[src/rtl/cdc_pkg.sv]
// Shared types for the four-phase req/ack crossing.
//   hs_state_t : handshake FSM states
//   cnt_width  : bit width needed to count from 0 up to a given maximum
package cdc_pkg;

    typedef enum logic [1:0] {
        IDLE        = 2'd0,
        SETUP       = 2'd1,
        WAIT_ACK_HI = 2'd2,
        WAIT_ACK_LO = 2'd3
    } hs_state_t;

    function automatic int unsigned cnt_width(input int unsigned max_count);
        return $clog2(max_count + 1);
    endfunction

endpackage

[src/rtl/sync_ff_n.sv]
// N-stage single-bit synchronizer for an asynchronous level input.
// Ports:
//   clk_in   : destination clock
//   rst_n_in : asynchronous active-low reset, clears every stage
//   d_in     : asynchronous input
//   q_out    : synchronized output (last stage)
module sync_ff_n #(
    parameter int unsigned DEPTH = 2
) (
    input  logic clk_in,
    input  logic rst_n_in,
    input  logic d_in,
    output logic q_out
);

    (* ASYNC_REG = "TRUE" *) logic [DEPTH-1:0] sync_q;

    always_ff @(posedge clk_in or negedge rst_n_in) begin
        if (!rst_n_in) begin
            sync_q <= '0;
        end else begin
            sync_q <= {sync_q[DEPTH-2:0], d_in};
        end
    end

    assign q_out = sync_q[DEPTH-1];

endmodule

[src/rtl/cdc_handshake_tx.sv]
// Source side of a four-phase req/ack crossing. A word accepted on the
// valid/ready side is held on data_out for the whole handshake; the
// destination samples req_out and latches data_out, so only the single-bit
// ack passes through a synchronizer.
// Ports:
//   clk_in, rst_n_in : clock and asynchronous active-low reset
//   data_in/valid_in/ready_out : producer interface
//   data_out    : held word for the destination domain
//   req_out     : registered four-phase request
//   ack_in      : four-phase acknowledge, asynchronous to clk_in
//   done_out    : one-cycle pulse when ack has returned low
//   timeout_out : sticky flag, an ack phase lasted TIMEOUT cycles
module cdc_handshake_tx
    import cdc_pkg::*;
#(
    parameter int unsigned WIDTH      = 8,
    parameter int unsigned SYNC_DEPTH = 2,
    parameter int unsigned TIMEOUT    = 1024
) (
    input  logic             clk_in,
    input  logic             rst_n_in,
    input  logic [WIDTH-1:0] data_in,
    input  logic             valid_in,
    output logic             ready_out,
    output logic [WIDTH-1:0] data_out,
    output logic             req_out,
    input  logic             ack_in,
    output logic             done_out,
    output logic             timeout_out
);

    localparam int unsigned    CntW   = cnt_width(TIMEOUT);
    localparam logic [CntW-1:0] CntMax = CntW'(TIMEOUT);

    hs_state_t        state_q, state_d;
    logic [WIDTH-1:0] data_q, data_d;
    logic             req_q, req_d;
    logic             done_q, done_d;
    logic             tmo_q, tmo_d;
    logic [CntW-1:0]  cnt_q, cnt_d;
    logic             ack_s;
    logic             waiting;

    sync_ff_n #(
        .DEPTH (SYNC_DEPTH)
    ) u_ack_sync (
        .clk_in   (clk_in),
        .rst_n_in (rst_n_in),
        .d_in     (ack_in),
        .q_out    (ack_s)
    );

    assign waiting = (state_q == WAIT_ACK_HI) || (state_q == WAIT_ACK_LO);

    always_comb begin
        state_d = state_q;
        data_d  = data_q;
        req_d   = req_q;
        done_d  = 1'b0;
        cnt_d   = cnt_q;
        tmo_d   = tmo_q;

        unique case (state_q)
            IDLE: begin
                if (valid_in) begin
                    data_d  = data_in;
                    state_d = SETUP;
                end
            end
            SETUP: begin
                // data_out has had a full cycle to settle before req rises
                req_d   = 1'b1;
                state_d = WAIT_ACK_HI;
            end
            WAIT_ACK_HI: begin
                if (ack_s) begin
                    req_d   = 1'b0;
                    state_d = WAIT_ACK_LO;
                end
            end
            WAIT_ACK_LO: begin
                if (!ack_s) begin
                    done_d  = 1'b1;
                    state_d = IDLE;
                end
            end
        endcase

        // Timeout only flags; the FSM keeps waiting so four-phase order holds
        if (state_d != state_q) begin
            cnt_d = '0;
        end else if (waiting && (cnt_q != CntMax)) begin
            cnt_d = cnt_q + CntW'(1);
        end
        if (waiting && (state_d == state_q) && (cnt_d == CntMax)) begin
            tmo_d = 1'b1;
        end
    end

    always_ff @(posedge clk_in or negedge rst_n_in) begin
        if (!rst_n_in) begin
            state_q <= IDLE;
            data_q  <= '0;
            req_q   <= 1'b0;
            done_q  <= 1'b0;
            tmo_q   <= 1'b0;
            cnt_q   <= '0;
        end else begin
            state_q <= state_d;
            data_q  <= data_d;
            req_q   <= req_d;
            done_q  <= done_d;
            tmo_q   <= tmo_d;
            cnt_q   <= cnt_d;
        end
    end

    assign ready_out   = (state_q == IDLE);
    assign data_out    = data_q;
    assign req_out     = req_q;
    assign done_out    = done_q;
    assign timeout_out = tmo_q;

endmodule

[config.mk]
export PLATFORM = sky130hd
export DESIGN_NAME = cdc_handshake_tx
export DESIGN_NICKNAME = d
export VERILOG_FILES = /design/src/rtl/cdc_pkg.sv /design/src/rtl/sync_ff_n.sv /design/src/rtl/cdc_handshake_tx.sv
export SDC_FILE = /design/constraint.sdc
export NUM_CORES = 1
export LEC_CHECK = 0
export BUFFER_PORTS_ARGS = -buffer_cell sky130_fd_sc_hd__buf_4
export CAP_MARGIN = 0
export CORE_ASPECT_RATIO = 1.1
export CORE_MARGIN = 8
export CORE_UTILIZATION = 40
export CTS_CLUSTER_SIZE = 14
export DETAILED_ROUTE_END_ITERATION = 10
export GPL_ROUTABILITY_DRIVEN = 1
export RECOVER_POWER = 25
export SLEW_MARGIN = 20
export SYNTH_ARGS = -nofsm -noshare
export SYNTH_HDL_FRONTEND = slang
export SYNTH_SLANG_ARGS = --single-unit
[constraint.sdc]
create_clock -name clk_in -period 5 [get_ports clk_in]
set_input_delay 0.25 -clock clk_in [delete_from_list [all_inputs] [get_ports clk_in]]
set_output_delay 0.25 -clock clk_in [all_outputs]
set_load 0.03 [all_outputs]
==> flow_summary.yaml <==
status:
  status: "completed"
setup_path:
  cp.arrival_ps: 2230
  path_class: "reg2reg"
  crit_fanout: 20
  end_kind: "flop"
  worstSetupStartpointType: "flop"
  r2r.worst_path.cells: 4
  cp.required_ps: 5230
pwr:
  power_uw: 789.2
  power_density_nw_per_um2: 508.7
  ir_drop_mv: 0.3659
  p_leak_uw: 0.0007033
floorplan:
  coreArea_um2: 3074
  io_pins: 24
  die_x_um: 70.49
  initial_core_util_pct: 42.49
  fp.dieH_um: 75.94
  placementRows: 21
  die_area_um2: 5352
cts:
  clockBufferDepth: 2
  cts_max_level: 1
  cts.sinks: 26
  tritoncts: "built"
  cts_setup_buffers: 0
  root_buffer: "clkbuf_4"
  path_clk_slew_ps: 150
  cts_buffers: 3
  clk_latency_ps: 320
sta:
  max_freq_ghz: 0.4996
  whs_ps: 42.43
  period_minus_slack_ps: 2002
  rsz0062_at_grt: "false"
  hold_viol: 0
  setup_tns_ps: 0
  final-setup-viol-count: 0
  post-route-period-util_pct: 40.04
  finClkSkew_ps: 6.631
  maxSlewHeadroom_pct: 8.225
  maxSlewViolCount: 0
  tightest_slew_ps: 1377
logic_synthesis:
  synth_top_area_share_pct: 49.81
  yosysWarnings: 0
  syn_inst: 120
  yosysTopAreaCell: "dfrtp_1"
  yosysSeqAreaShare_pct: 49.81
  ys.flop_type: "dfrtp_1"
  ys_ff_latch: 26
  synth_nets: 134
  synthTopCellsByArea: "dfrtp_1 (50%), mux2_2 (6.9%), xor2_1 (5.4%)"
  synth_cell_types: 36
  synthArstFlopShare_pct: 100.0
  syn_area_um2: 1306
  synth-edff-count: 0
  syn_area_per_cell_um2: 10.89
grt:
  first_global_vias: 1015
  grt_max_degree: 27
  grt_usage_pct: 9.842
  grt_pass1_wl_um: 4450
  grt_overflow_total: 0
  antenna_found_initial: 0
routing:
  vias: 943
  drt_iter0_drc: 26
  routedWlPerCell_um: 14.27
  drtAntennaViolNets: 0
  via_per_inst: 5.328
  drc: 0
  drt_first_pass_iters: 4
  routed_wl_um: 2526
layout:
  area_growth_pct: 18.77
  num_antenna_cells: 0
  fin_nets: 158
  fillCellCount: 284
  drive_above_1_share_pct: 28.67
  most-common-layout-cells: "dfrtp_1 (26), buf_4 (21), nor2_1 (16)"
  final_common_cell: "dfrtp_1"
run:
  drv_cap: 0
placed_design:
  portBuffers: 23
  gp_congestion: 0.7986
  dp_hpwl_um: 1927
hold_path:
  holdCritPathClass: "in2reg"
  hold_depth: 1
==> state kept, by name (all words and copies together), names as in the netlist <==
register / count
cnt_q: 11
data_out: 8
done_out: 1
req_out: 1
state_q: 2
timeout_out: 1
u_ack_sync.sync_q: 2
==> cells in the mapped netlist, types with 2 or more instances <==
cell     count
inv_1        4
buf_2        2
and4_1       4
nor2_1      16
dfrtp_1     26
xor2_1       8
nand2_1     10
o21ai_0      2
nor3_1       2
a21oi_1      4
xnor2_1      2
ha_1         2
nand3_1      5
mux2_2       8
nand4_1      4
==> area by class of cell <==
| class | instances | area [um^2] | share of cell area, % |
|---|---|---|---|
| clock inverter | 1 | 30.03 | 1.935 |
| tap | 34 | 42.54 | 2.742 |
| clock buffer | 3 | 22.52 | 1.452 |
| timing repair buffer | 24 | 178.9 | 11.53 |
| inverter | 4 | 15.01 | 0.9677 |
| sequential | 26 | 650.6 | 41.94 |
| multi-input combinational | 85 | 611.8 | 39.44 |
==> through the flow <==
step	worst slack (ps)	util, %	instance area, um^2	std cells
detailed placement	2988	48.56	1493	172
floorplan	3155	-	1306	120
CTS	2981	50.59	1555	177
global route	2839	50.47	1551	177
global placement	3073	48.56	1493	172
finish	2998	50.47	1551	177
==> power by group <==
group	leakage, uW	internal, uW	switching [uW]
sequential	0.000333	263	58.9
combinational	0.000342	142	181
clock	0.0000279	81.0	63.5
==> critical path, stage by stage (launching register included) <==
cell and delay [ps]:
dfrtp_1 750, o21ai_0 180, mux2_4 360, or3b_1 400
a41o_1 230
==> metal layers <==
layer	track usage [%]	vias up	routed length, um
met1	11.01	453	1085
met5	0	-	0
met4	3.018	0	19
met3	4.036	2	180
met2	16.50	24	1240
li1	-	464	-
==> kinds of logic after synthesis <==
| logic type | synth area share, % |
|---|---|
| AND/OR/NAND/NOR | 22.89 |
| flip-flops | 49.81 |
| AO/OA/AOI/OAI | 7.281 |
| XOR/XNOR | 6.705 |
| buffers and inverters | 3.352 |
| multiplexers | 8.046 |
| adder cells (fa/ha/maj) | 1.915 |
==> what timing repair did <==
item                                   4_1_cts  5_1_grt
endpoints found under the hold margin       26        0
hold buffers                                 1        0
resized for setup                            0        0
==> worst paths after layout <==
| path | start | end | slack [ps] |
|---|---|---|---|
| setup / recovery | state_q[1] | timeout_out | 3000 |
| hold / removal | ack_in | u_ack_sync.sync_q[0] | 40 |
| setup reg to reg | state_q[1] | timeout_out | 3000 |
| hold reg to reg | u_ack_sync.sync_q[0] | u_ack_sync.sync_q[1] | 370 |
| max in group asynchronous | rst_n_in | state_q[1] | 3450 |
| min in group asynchronous | rst_n_in | timeout_out | 750 |
(Power assumes the default switching activity.)
